--- config.mk ---
export PLATFORM = sky130hd
export DESIGN_NAME = rsu_boot_ctrl_flat
export DESIGN_NICKNAME = d
export VERILOG_FILES = /design/src/rtl/rsu_boot_ctrl_if.sv /design/src/rtl/rsu_boot_ctrl.sv /design/src/flat_wrapper.sv
export SDC_FILE = /design/constraint.sdc
export NUM_CORES = 1
export LEC_CHECK = 0
export CORE_ASPECT_RATIO = 0.8
export CORE_MARGIN = 8
export CORE_UTILIZATION = 40
export CTS_CLUSTER_DIAMETER = 200
export DETAILED_ROUTE_END_ITERATION = 8
export PLACE_DENSITY = 0.78
export SYNTH_ARGS = -nofsm -noshare
export SYNTH_HDL_FRONTEND = slang
export SYNTH_SLANG_ARGS = --single-unit
--- constraint.sdc ---
create_clock -name clock -period 1.87 [get_ports clock]
set_clock_uncertainty 0.05 [all_clocks]
set_input_delay 0.374 -clock clock [delete_from_list [all_inputs] [get_ports clock]]
set_output_delay 0.374 -clock clock [all_outputs]
set_load 0.05 [all_outputs]
--- src/rtl/rsu_boot_ctrl_if.sv ---
// Purpose: signal bundle between the factory-image boot sequencer and the vendor remote-update IP.
// Ports: master = sequencer side (drives reset/param/strobes/data_in/reconfig, reads busy/data_out),
//        slave  = remote-update IP side (mirror image).
interface rsu_boot_ctrl_if;
    logic        rsu_reset;
    logic        rsu_busy;
    logic [2:0]  rsu_param;
    logic        rsu_read_param;
    logic        rsu_write_param;
    logic [23:0] rsu_data_in;
    logic [28:0] rsu_data_out;
    logic        rsu_reconfig;

    modport master (
        output rsu_reset,
        output rsu_param,
        output rsu_read_param,
        output rsu_write_param,
        output rsu_data_in,
        output rsu_reconfig,
        input  rsu_busy,
        input  rsu_data_out
    );

    modport slave (
        input  rsu_reset,
        input  rsu_param,
        input  rsu_read_param,
        input  rsu_write_param,
        input  rsu_data_in,
        input  rsu_reconfig,
        output rsu_busy,
        output rsu_data_out
    );
endinterface

--- src/rtl/rsu_boot_ctrl.sv ---
// Purpose: factory-image remote-update sequencer: reads the reconfig trigger, holds SPI bypass
//          while mode_n is low, programs boot address (+ optional watchdog) and requests reconfig.
// Ports: clock/reset (sync, active-high), mode_n, image_sel, rsu (remote-update IP, master side),
//        bypass_spi, trigger, fault, done.
// Latency/backpressure: one register stage per step; the FSM stalls while the IP is busy or a
//          strobe is still visible, and a per-access busy timeout forces the ERROR state.
module rsu_boot_ctrl #(
    parameter int          NUM_IMAGES   = 2,
    parameter logic [23:0] IMAGE_BASE   = 24'h100000,
    parameter logic [23:0] IMAGE_STRIDE = 24'h100000,
    parameter bit          WDT_ENABLE   = 1'b0,
    parameter logic [11:0] WDT_TIMEOUT  = 12'h000,
    parameter logic [4:0]  ERROR_MASK   = 5'b01011,
    parameter int          BUSY_TIMEOUT = 1024
) (
    input  logic                   clock,
    input  logic                   reset,
    input  logic                   mode_n,
    input  logic [2:0]             image_sel,
    rsu_boot_ctrl_if.master        rsu,
    output logic                   bypass_spi,
    output logic [4:0]             trigger,
    output logic [1:0]             fault,
    output logic                   done
);

    localparam int CW = $clog2(BUSY_TIMEOUT + 1);
    localparam logic [CW-1:0] TMO_LIMIT = CW'(BUSY_TIMEOUT);

    typedef enum logic [3:0] {
        S_RESET, S_SETTLE, S_READ_TRIG, S_FETCH, S_HOLD, S_WR_ADDR,
        S_WR_WDT, S_WR_WDT_EN, S_RECONFIG, S_DONE, S_ERROR
    } state_t;

    state_t         state_q, state_d;
    logic           rsu_reset_q, rsu_reset_d;
    logic [2:0]     param_q, param_d;
    logic [23:0]    data_q, data_d;
    logic           rd_q, rd_d;
    logic           wr_q, wr_d;
    logic           reconfig_q, reconfig_d;
    logic [4:0]     trigger_q, trigger_d;
    logic [1:0]     fault_q, fault_d;
    logic [2:0]     sel_q, sel_d;
    logic           settle_q, settle_d;
    logic [CW-1:0]  cnt_q;

    logic           gate_c;
    logic           active_c;
    logic           tmo_c;
    logic           trig_err_c;
    logic           sel_bad_c;
    logic [23:0]    addr_c;
    logic           unused_data_hi;

    // Upper read-data bits carry other RSU parameters that this sequencer never consumes.
    assign unused_data_hi = ^rsu.rsu_data_out[28:5];

    // A strobe still on the bus counts as "IP occupied": this spaces accesses by at least
    // one idle cycle and guarantees every strobe is exactly one cycle wide.
    assign gate_c     = (state_q == S_RESET) ||
                        (!rsu.rsu_busy && !rd_q && !wr_q);
    assign active_c   = (state_q != S_RESET) && (state_q != S_DONE) && (state_q != S_ERROR);
    assign tmo_c      = active_c && (cnt_q == TMO_LIMIT);
    assign trig_err_c = |(rsu.rsu_data_out[4:0] & ERROR_MASK);
    assign sel_bad_c  = (int'(image_sel) >= NUM_IMAGES);
    // 24-bit context: the address wraps modulo 2^24 by construction.
    assign addr_c     = IMAGE_BASE + ({21'b0, sel_q} * IMAGE_STRIDE);

    // State register and output registers.
    always_ff @(posedge clock) begin
        if (reset) begin
            state_q     <= S_RESET;
            rsu_reset_q <= 1'b1;
            param_q     <= 3'b000;
            data_q      <= 24'h000000;
            rd_q        <= 1'b0;
            wr_q        <= 1'b0;
            reconfig_q  <= 1'b0;
            trigger_q   <= 5'b00000;
            fault_q     <= 2'd0;
            sel_q       <= 3'd0;
            settle_q    <= 1'b0;
        end else begin
            state_q     <= state_d;
            rsu_reset_q <= rsu_reset_d;
            param_q     <= param_d;
            data_q      <= data_d;
            rd_q        <= rd_d;
            wr_q        <= wr_d;
            reconfig_q  <= reconfig_d;
            trigger_q   <= trigger_d;
            fault_q     <= fault_d;
            sel_q       <= sel_d;
            settle_q    <= settle_d;
        end
    end

    // Busy watchdog: restarts with every access, saturates at the limit.
    always_ff @(posedge clock) begin
        if (reset) begin
            cnt_q <= '0;
        end else if (rd_q || wr_q || !active_c) begin
            cnt_q <= '0;
        end else if (rsu.rsu_busy && (cnt_q != TMO_LIMIT)) begin
            cnt_q <= cnt_q + CW'(1);
        end
    end

    // Next-state logic.
    always_comb begin
        state_d = state_q;
        if (tmo_c) begin
            state_d = S_ERROR;
        end else if (gate_c) begin
            case (state_q)
                S_RESET:     state_d = S_SETTLE;
                S_SETTLE:    if (settle_q) state_d = S_READ_TRIG;
                S_READ_TRIG: state_d = S_FETCH;
                S_FETCH: begin
                    if (trig_err_c || sel_bad_c) state_d = S_ERROR;
                    else                         state_d = S_HOLD;
                end
                S_HOLD:      if (mode_n) state_d = S_WR_ADDR;
                S_WR_ADDR:   state_d = S_WR_WDT;
                S_WR_WDT:    state_d = WDT_ENABLE ? S_WR_WDT_EN : S_RECONFIG;
                S_WR_WDT_EN: state_d = S_RECONFIG;
                S_RECONFIG:  state_d = S_DONE;
                default:     state_d = state_q;
            endcase
        end
    end

    // Output / datapath next values.
    always_comb begin
        rsu_reset_d = rsu_reset_q;
        param_d     = param_q;
        data_d      = data_q;
        rd_d        = 1'b0;
        wr_d        = 1'b0;
        reconfig_d  = reconfig_q;
        trigger_d   = trigger_q;
        fault_d     = fault_q;
        sel_d       = sel_q;
        settle_d    = settle_q;
        if (tmo_c) begin
            fault_d = 2'd3;
        end else if (gate_c) begin
            case (state_q)
                S_RESET: begin
                    rsu_reset_d = 1'b0;
                    settle_d    = 1'b0;
                end
                S_SETTLE: settle_d = 1'b1;
                S_READ_TRIG: begin
                    param_d = 3'b111;
                    rd_d    = 1'b1;
                end
                S_FETCH: begin
                    trigger_d = rsu.rsu_data_out[4:0];
                    sel_d     = image_sel;
                    if (trig_err_c)     fault_d = 2'd1;
                    else if (sel_bad_c) fault_d = 2'd2;
                end
                S_WR_ADDR: begin
                    param_d = 3'b100;
                    data_d  = addr_c;
                    wr_d    = 1'b1;
                end
                S_WR_WDT: begin
                    if (WDT_ENABLE) begin
                        param_d = 3'b010;
                        data_d  = {12'h000, WDT_TIMEOUT};
                    end else begin
                        param_d = 3'b011;
                        data_d  = 24'h000000;
                    end
                    wr_d = 1'b1;
                end
                S_WR_WDT_EN: begin
                    param_d = 3'b011;
                    data_d  = 24'h000001;
                    wr_d    = 1'b1;
                end
                S_RECONFIG: reconfig_d = 1'b1;
                default: ;
            endcase
        end
    end

    assign rsu.rsu_reset       = rsu_reset_q;
    assign rsu.rsu_param       = param_q;
    assign rsu.rsu_read_param  = rd_q;
    assign rsu.rsu_write_param = wr_q;
    assign rsu.rsu_data_in     = data_q;
    assign rsu.rsu_reconfig    = reconfig_q;
    // Bypass follows the mode pin combinationally so release is visible in the same cycle.
    assign bypass_spi          = (state_q == S_HOLD) && !mode_n;
    assign trigger             = trigger_q;
    assign fault               = fault_q;
    assign done                = (state_q == S_DONE) || (state_q == S_ERROR);

endmodule

--- src/flat_wrapper.sv ---
// flat-port wrapper written by rule: the top's interface ports become plain ports
module rsu_boot_ctrl_flat 
#(
    parameter int          NUM_IMAGES   = 2,
    parameter logic [23:0] IMAGE_BASE   = 24'h100000,
    parameter logic [23:0] IMAGE_STRIDE = 24'h100000,
    parameter bit          WDT_ENABLE   = 1'b0,
    parameter logic [11:0] WDT_TIMEOUT  = 12'h000,
    parameter logic [4:0]  ERROR_MASK   = 5'b01011,
    parameter int          BUSY_TIMEOUT = 1024
)
  (clock, reset, mode_n, image_sel, bypass_spi, trigger, fault, done, rsu_rsu_reset, rsu_rsu_param, rsu_rsu_read_param, rsu_rsu_write_param, rsu_rsu_data_in, rsu_rsu_reconfig, rsu_rsu_busy, rsu_rsu_data_out);
  rsu_boot_ctrl_if rsu_i ();
  input  logic clock;
  input  logic reset;
  input  logic mode_n;
  input  logic [2:0] image_sel;
  output logic bypass_spi;
  output logic [4:0] trigger;
  output logic [1:0] fault;
  output logic done;
  output wire logic [$bits(rsu_i.rsu_reset)-1:0] rsu_rsu_reset;
  output wire logic [$bits(rsu_i.rsu_param)-1:0] rsu_rsu_param;
  output wire logic [$bits(rsu_i.rsu_read_param)-1:0] rsu_rsu_read_param;
  output wire logic [$bits(rsu_i.rsu_write_param)-1:0] rsu_rsu_write_param;
  output wire logic [$bits(rsu_i.rsu_data_in)-1:0] rsu_rsu_data_in;
  output wire logic [$bits(rsu_i.rsu_reconfig)-1:0] rsu_rsu_reconfig;
  input wire logic [$bits(rsu_i.rsu_busy)-1:0] rsu_rsu_busy;
  input wire logic [$bits(rsu_i.rsu_data_out)-1:0] rsu_rsu_data_out;
  assign rsu_rsu_reset = rsu_i.rsu_reset;
  assign rsu_rsu_param = rsu_i.rsu_param;
  assign rsu_rsu_read_param = rsu_i.rsu_read_param;
  assign rsu_rsu_write_param = rsu_i.rsu_write_param;
  assign rsu_rsu_data_in = rsu_i.rsu_data_in;
  assign rsu_rsu_reconfig = rsu_i.rsu_reconfig;
  assign rsu_i.rsu_busy = rsu_rsu_busy;
  assign rsu_i.rsu_data_out = rsu_rsu_data_out;
  rsu_boot_ctrl #(.NUM_IMAGES(NUM_IMAGES), .IMAGE_BASE(IMAGE_BASE), .IMAGE_STRIDE(IMAGE_STRIDE), .WDT_ENABLE(WDT_ENABLE), .WDT_TIMEOUT(WDT_TIMEOUT), .ERROR_MASK(ERROR_MASK), .BUSY_TIMEOUT(BUSY_TIMEOUT)) u_core (.clock(clock), .reset(reset), .mode_n(mode_n), .image_sel(image_sel), .rsu(rsu_i), .bypass_spi(bypass_spi), .trigger(trigger), .fault(fault), .done(done));
endmodule
* After elaboration in Yosys (flattened, before gate mapping) *
Index checks and enable logic that the tools add are counted.

storage, ports and cells
  register bits after elaboration = 57
  input port bits = 36
  output and inout bits = 40
  logic and storage cells = 94

cells by class
  $add $sub $neg = 2
  order comparisons = 1
  eq/ne operators = 18
  multiplexer cells = 16
  bitwise logic cells = 2
  reductions and logical operators = 42

operator list
  kind                      count
  $pmux W24 S3              1
  $pmux W4 S8               1
  $add A21 B23 Y24 const A  1
  $reduce_and A3 Y1         7
  $mux W4                   5
  $eq A4 B3 Y1 const B      4
  $eq A4 B4 Y1 const B      3
  $add A11 B1 Y11 const B   1
  $eq A11 B11 Y1 const B    1
  $ne A11 B11 Y1 const B    1
  $mux W2                   5
  $pmux W3 S3               1
  $reduce_bool A3 Y1        3
  $reduce_bool A9 Y1        1
  $reduce_or A3 Y1          3
  $eq A4 B2 Y1 const B      2
  $ne A4 B4 Y1 const B      2
  $reduce_and A4 Y1         2
  $reduce_bool A8 Y1        1
  $logic_and A1 B1 Y1       7
  $reduce_bool A2 Y1        3
  $reduce_or A2 Y1          3
  $logic_not A1 Y1          5
  $logic_or A1 B1 Y1        5
  other kinds (11)          13

* Longest topological paths before layout *
Gate-level depths: netlist (run 1).

  depth in word-level cells = 6
  depth in mapped cells = 6
  mapped depth without buffers = 6

* Worst setup path before layout (run 1) *
OpenSTA, ideal clock, no wires.

  kind = reg-to-output
  from = register u_core.state_q[1]
  to = output port done
  arrival = 1.929 ns
  data required time = 1.446 ns
  setup slack = -0.483 ns
  cell stages (with the launch flop) = 5
  buffers on the path = 2
  path through = dfxtp_1 -> clkbuf_1 -> clkbuf_1 -> xnor2_1 -> nor3_1

on the way
  cells in the longest elaborated chain, start to end = 2
  elaborated cells on any way between the ends = 3
  those cells by class = eq/ne (2); reduce/logical (1)

RTL lines
  what                    RTL line              text
  from (decl)             rsu_boot_ctrl.sv:35   state_t state_q, state_d;
  from (signal assigned)  rsu_boot_ctrl.sv:85   state_q <= state_d;
  $eq A4 B4 Y1            rsu_boot_ctrl.sv:201  assign done = (state_q == S_DONE) || (state_q == S_ERROR);
  $logic_or A1 B1 Y1 *    rsu_boot_ctrl.sv:201
  to (decl)               flat_wrapper.sv:21    output logic done;

Every way passes the cells marked *; elsewhere a longest branch is shown, timed or not.

* Final worst setup path (run 1) *
  from = register u_core.state_q[3]
  to = register u_core.state_q[2]

on the way
  cells in the longest elaborated chain, start to end = 5
  elaborated cells on any way between the ends = 23
  those cells by class = eq/ne (12); mux (1); reduce/logical (10)

RTL lines
  what
  branches (longest 5 deep; another with $reduce_bool A8 Y1)

Parallel ways; which one is timed is not known.
A chain may end at the register's enable or synchronous reset.

==> flow_summary.ini, run 1 <==
[routing]
drc = 0
wire_per_inst_um = 13.70
dr_total_vias = 1863
routed_wl_mm = 4.944
vias_per_cell = 5.161
antenna_left = 0
firstDrtPassIters = 4
drt_iter0_drc = 111

[yosys]
yosysTopAreaCell = dfxtp_1
synth_top_area_share_pct = 35.58
yosys_warnings = 0
synth_top_flop_cell = dfxtp_1
synth_edf_count = 0
synth_area_per_cell_um2 = 8.785
synth_area_leaders = dfxtp_1, buf_4, nand2b_1
async_flop_share_pct = 0
ys_ff_latch = 37
syn_inst = 237
yosysMostFrequentCell = dfxtp_1
yosysUniqueCellTypes = 51
yosysSeqAreaShare_pct = 35.58
synth_common_cells = dfxtp_1, nand2b_1, buf_4, nor2_1
syn-cell-area_um2 = 2082

[global_routing]
grt_usage_pct = 12.87
antenna_found_initial = 0
grt_pass1_wl_mm = 8.500
grt_max_degree = 35
grt_pass1_vias = 1936
overflow = 0

[power]
ir_drop_mv = 0.3759
switching_share_pct = 33.08
pwr-share-comb_pct = 31.6
pwr-share-seq_pct = 42.7
power_uw = 1963
powerDensity_nw_per_um2 = 716.3
p_leak_uw = 0.001039
p_switching_uw = 649.4
p_int_uw = 1313
clockPowerShare_pct = 25.7

[floorplanning]
core-area_um2 = 5007
io_pins = 76
die_height_um = 80.53
die_w_um = 96.66
die_area_um2 = 7784
rows = 23
initial_core_util_pct = 41.58

[clock_tree]
cts_root_buf = clkbuf_8
cts_tree = yes
cts_hold_repair.buffers = 0
numCtsBuffers = 5
htreeDepth = 2
post-cts-setup-buffer-count = 0
clk_pin_slew_ns = 0.07
clk_latency_ns = 0.28
cts_sinks = 37
cts.path.max_buffers = 2

[timing]
setup_tns_ns = 0
hold_viol = 0
fmax_mhz = 556.2
rsz0062_at_grt = false
setup_viol = 0
timing.final.crit_share_pct = 96.14
fin_crit_ns = 1.798
maxSlewViolCount = 0

[layout]
nNetsFinal = 339
final_core_util_pct = 54.72
area_growth_pct = 31.61
final_area_um2 = 2740
diodes = 0
fillers = 471
drive_gt1_share_pct = 29.10

[critical_path]
r2r_slack_ns = 0.07
critPathCaptureType = register
path_cells = or4_4, a2bb2oi_2, or3_1, a221oi_2
worstReg2RegStart = u_core.state_q[3]$_SDFFE_PP0P_
crit_path_end = u_core.state_q[2]$_SDFFE_PP0P_
start_kind = register
path_max_fanout = 6
crit_required_ns = 2.02
crit_arrival_ns = 1.95
startpoint = u_core.state_q[3]$_SDFFE_PP0P_
worstSetupPathType = reg -> reg
cp.depth = 4
crit_family = simple AND/OR/NAND/NOR gates
worst-path-buf-inv = 0
r2r-end = u_core.state_q[2]$_SDFFE_PP0P_
cpPeakStageDelay_ns = 0.57
ff2ff_path_depth = 4
critical-path-slowest-cell = or4_4

[outcome]
outcome = completed

[placement]
place_area_um2 = 2619
port_buffers = 32
place_hpwl_mm = 3.847
place_congestion = 0.8940

[flow_run]
maxCapViolations = 0

[min_path]
hold_class = reg -> reg
## kinds of logic after synthesis
family	after synthesis	synth area share, %
flip-flops	37	35.58
buffers and inverters	44	12.14
AND/OR/NAND/NOR	91	25.12
XOR/XNOR	11	4.628
adder cells (fa/ha/maj)	3	1.803
multiplexers	16	7.872
AO/OA/AOI/OAI	34	12.68
other	1	0.1801
## per-layer routing
metal	track usage, %	part of all wire, %
met5	0	0
met3	3.171	5.0
met4	6.891	2.3
met2	21.86	47
met1	14.83	46
## worst min path at each step
stage,startpoint,end,slack (ns),cells after the start
finish,u_core.rsu.rsu_reset$_SDFFE_PP1P_,u_core.rsu.rsu_reset$_SDFFE_PP1P_,0.42,1
global route,u_core.rsu.rsu_reset$_SDFFE_PP1P_,u_core.rsu.rsu_reset$_SDFFE_PP1P_,0.44,1
CTS,u_core.rsu.rsu_reset$_SDFFE_PP1P_,u_core.rsu.rsu_reset$_SDFFE_PP1P_,0.43,1
detailed placement,u_core.rsu.rsu_reset$_SDFFE_PP1P_,u_core.rsu.rsu_reset$_SDFFE_PP1P_,0.40,1
global placement,u_core.rsu.rsu_reset$_SDFFE_PP1P_,u_core.rsu.rsu_reset$_SDFFE_PP1P_,0.39,1
floorplan,u_core.settle_q$_SDFFE_PP0P_,u_core.settle_q$_SDFFE_PP0P_,0.41,2
## power by group through the flow
stage,Sequential (µW),Combinational [µW],Clock [µW]
after floorplan,877,391,0
after global placement,849,576,0
after detailed placement,850,586,0
after CTS,833,591,526
after global routing,841,671,564
final,838,621,504
## cell type report
| cell class | count | area [µm²] | share of cell area (%) |
|---|---|---|---|
| clock buffer | 5 | 68.82 | 2.511 |
| multi-input combinational | 174 | 1210 | 44.16 |
| timing repair buffer | 69 | 585.6 | 21.37 |
| tap | 62 | 77.57 | 2.831 |
| inverter | 13 | 48.80 | 1.781 |
| sequential | 37 | 744.5 | 27.17 |
| clock inverter | 1 | 5.005 | 0.1826 |
## per-stage QoR
stage	std cells	setup slack [ns]	hold WS [ns]
after floorplan	255	0.004822	0.4140
after global placement	355	-0.3824	0.3938
after detailed placement	355	-0.3839	0.4032
after CTS	361	0.01762	0.4264
after global routing	361	0.0002249	0.4370
final	361	0.07223	0.4164
## state kept, by name (all words and copies together), names as in the netlist, 2 cells and up
register                count
u_core.rsu.rsu_data_in      5
u_core.state_q              4
u_core.fault                2
u_core.trigger              5
u_core.cnt_q               11
u_core.sel_q                3
u_core.rsu.rsu_param        2
## worst reg2reg max path: cells and delay by family (launching register included)
| kind | cells | cell delay [ns] |
|---|---|---|
| DFF | 1 | 0.35 |
| and+or+nand+nor | 2 | 0.94 |
| AOI/OAI and AO/OA | 2 | 0.38 |
## timing repair
item | CTS | global route
endpoints found under the setup margin | 8 | 19
resized for setup | 3 | 11
pin swaps | 1 | 0
## layout by cell type (no fill, tap or decap), drive strengths merged, types with 2 or more instances in the layout
cell | netlist | layout
o211ai | 3 | 3
nor2b | 5 | 5
or4 | 2 | 2
o22ai | 2 | 2
clkdlybuf4s50 | 0 | 10
buf | 23 | 58
inv | 13 | 13
xor2 | 3 | 3
conb | 1 | 19
nor4b | 2 | 2
nor3 | 12 | 12
nand3 | 3 | 3
ha | 3 | 3
nand4 | 6 | 6
nand2b | 22 | 22
clkbuf | 8 | 5
xnor2 | 8 | 8
nor2 | 18 | 18
nand3b | 4 | 4
a21oi | 5 | 5
and2 | 2 | 2
o21ai | 4 | 4
or3 | 3 | 3
dfxtp | 37 | 37
and3b | 2 | 2
a31oi | 5 | 5
a221oi | 4 | 4
mux2 | 3 | 3
mux2i | 13 | 13
nand2 | 6 | 6
(Power assumes the default switching activity.)
==> inputs of run 2 (changes only) <==
--- a/config.mk
+++ b/config.mk
@@ -7,10 +7,11 @@
 export LEC_CHECK = 0
 export CORE_ASPECT_RATIO = 0.8
 export CORE_MARGIN = 8
-export CORE_UTILIZATION = 40
+export CORE_UTILIZATION = 56
 export CTS_CLUSTER_DIAMETER = 200
 export DETAILED_ROUTE_END_ITERATION = 8
-export PLACE_DENSITY = 0.78
+export DONT_BUFFER_PORTS = 1
+export PLACE_DENSITY_LB_ADDON = 0.25
 export SYNTH_ARGS = -nofsm -noshare
 export SYNTH_HDL_FRONTEND = slang
 export SYNTH_SLANG_ARGS = --single-unit
==> flow_summary.ini, run 2 (synthesis results as in run 1) <==
[outcome]
outcome = completed

[timing]
relSlewSlack_pct = 64.67
fmax_mhz = 540.2
setup_tns_ns = 0
maxSlewViolCount = 0
fin_crit_ns = 1.851
timing.final.crit_share_pct = 98.99
setup_viol = 0
hold_viol = 0
tightest_slew_ns = 0.5292
whs_ns = 0.08824
rsz0062_at_grt = true

[clock_tree]
cts_root_buf = clkbuf_8
htreeDepth = 2
cts_sinks = 37
clk_pin_slew_ns = 0.07
clk_latency_ns = 0.29
cts.path.max_buffers = 2
numCtsBuffers = 5
cts_tree = yes

[layout]
final_core_util_pct = 68.64
final_cell_mix = dfxtp_1, buf_4, nand2b_1
area_growth_pct = 15.20
largest_register = u_core.cnt_q
largest_reg_flops = 11
diodes = 0
fillers = 300
layout_commonest_cell = dfxtp_1
final_area_um2 = 2399
drive_gt1_share_pct = 21.59
nNetsFinal = 303

[floorplanning]
initial_core_util_pct = 59.58
die_area_um2 = 5937
die_height_um = 70.54
rows = 19
core-area_um2 = 3495
die_w_um = 84.17
io_pins = 76

[global_routing]
overflow = 0
grt_max_degree = 42
grt_usage_pct = 15.24
grt_pass1_vias = 1574
grt_pass1_wl_mm = 7.652
antenna_found_initial = 0

[placement]
place_area_um2 = 2263
place_congestion = 0.8607
place_hpwl_mm = 3.526
port_buffers = 0

[power]
p_leak_uw = 0.0008687
power_uw = 1945
ir_drop_mv = 0.6399
powerDensity_nw_per_um2 = 811.0

[critical_path]
worstSetupPathType = reg -> reg
crit_arrival_ns = 2.00
path_max_fanout = 7
start_kind = register
critPathCaptureType = register
crit_required_ns = 2.02

[routing]
antenna_left = 0
drt_iter0_drc = 135
drc = 0
routed_wl_mm = 4.665
dr_total_vias = 1690
wire_per_inst_um = 15.25
vias_per_cell = 5.523
firstDrtPassIters = 4

[flow_run]
maxCapViolations = 0

[min_path]
hold_class = in -> reg
==> run 2: cell type report <==
| cell class | count | area [µm²] | share of cell area [%] |
|---|---|---|---|
| well taps | 42 | 52.55 | 2.191 |
| repair buffers | 33 | 272.8 | 11.37 |
| flip-flops and latches | 37 | 747.0 | 31.14 |
| multi-input cells | 174 | 1191 | 49.66 |
| clock buffers | 7 | 86.33 | 3.599 |
| inverters | 13 | 48.80 | 2.034 |
==> run 2: worst paths after layout <==
path	slack [ns]	cells past startpoint	startpoint	to
max	0.02	4	u_core.state_q[3]$_SDFFE_PP0P_	u_core.state_q[2]$_SDFFE_PP0P_
min	0.09	1	reset	u_core.state_q[3]$_SDFFE_PP0P_
max reg2reg	0.02	4	u_core.state_q[3]$_SDFFE_PP0P_	u_core.state_q[2]$_SDFFE_PP0P_
min reg2reg	0.45	2	u_core.sel_q[1]$_SDFFE_PP0P_	u_core.sel_q[1]$_SDFFE_PP0P_
==> run 2: critical path: stages, from the launching register on <==
cell,delay (ns)
dfxtp_4,0.37
or4_4,0.56
a2bb2oi_2,0.16
or3_4,0.37
a221oi_2,0.24
==> run 2: report_power, final <==
group          internal [µW]  leakage [µW]  switching, µW
Sequential               812      0.000301           48.9
Clock                    292     0.0000443            270
Combinational            207      0.000524            314
==> run 2: layer usage <==
layer / share of wire (%) / global-route usage, % / vias to the layer above
met4: 0.58 / 3.633 / 0
met5: 0 / 0 / -
li1: - / - / 850
met1: 48 / 20.84 / 774
met2: 41 / 20.46 / 62
met3: 11 / 7.780 / 4
==> run 2: stage by stage <==
step,instances,setup slack (ns)
floorplan,255,0.004822
global placement,298,0.03580
detailed placement,298,0.02006
CTS,305,0.009973
global route,306,-0.004333
finish,306,0.01885
==> run 2: what timing repair did <==
| action | in CTS | in global routing |
|---|---|---|
| gates resized for setup | 1 | 7 |
| setup buffers | 0 | 1 |
| pin swaps | 0 | 1 |
| setup endpoints to repair | 1 | 17 |
| hold buffers | 0 | 0 |
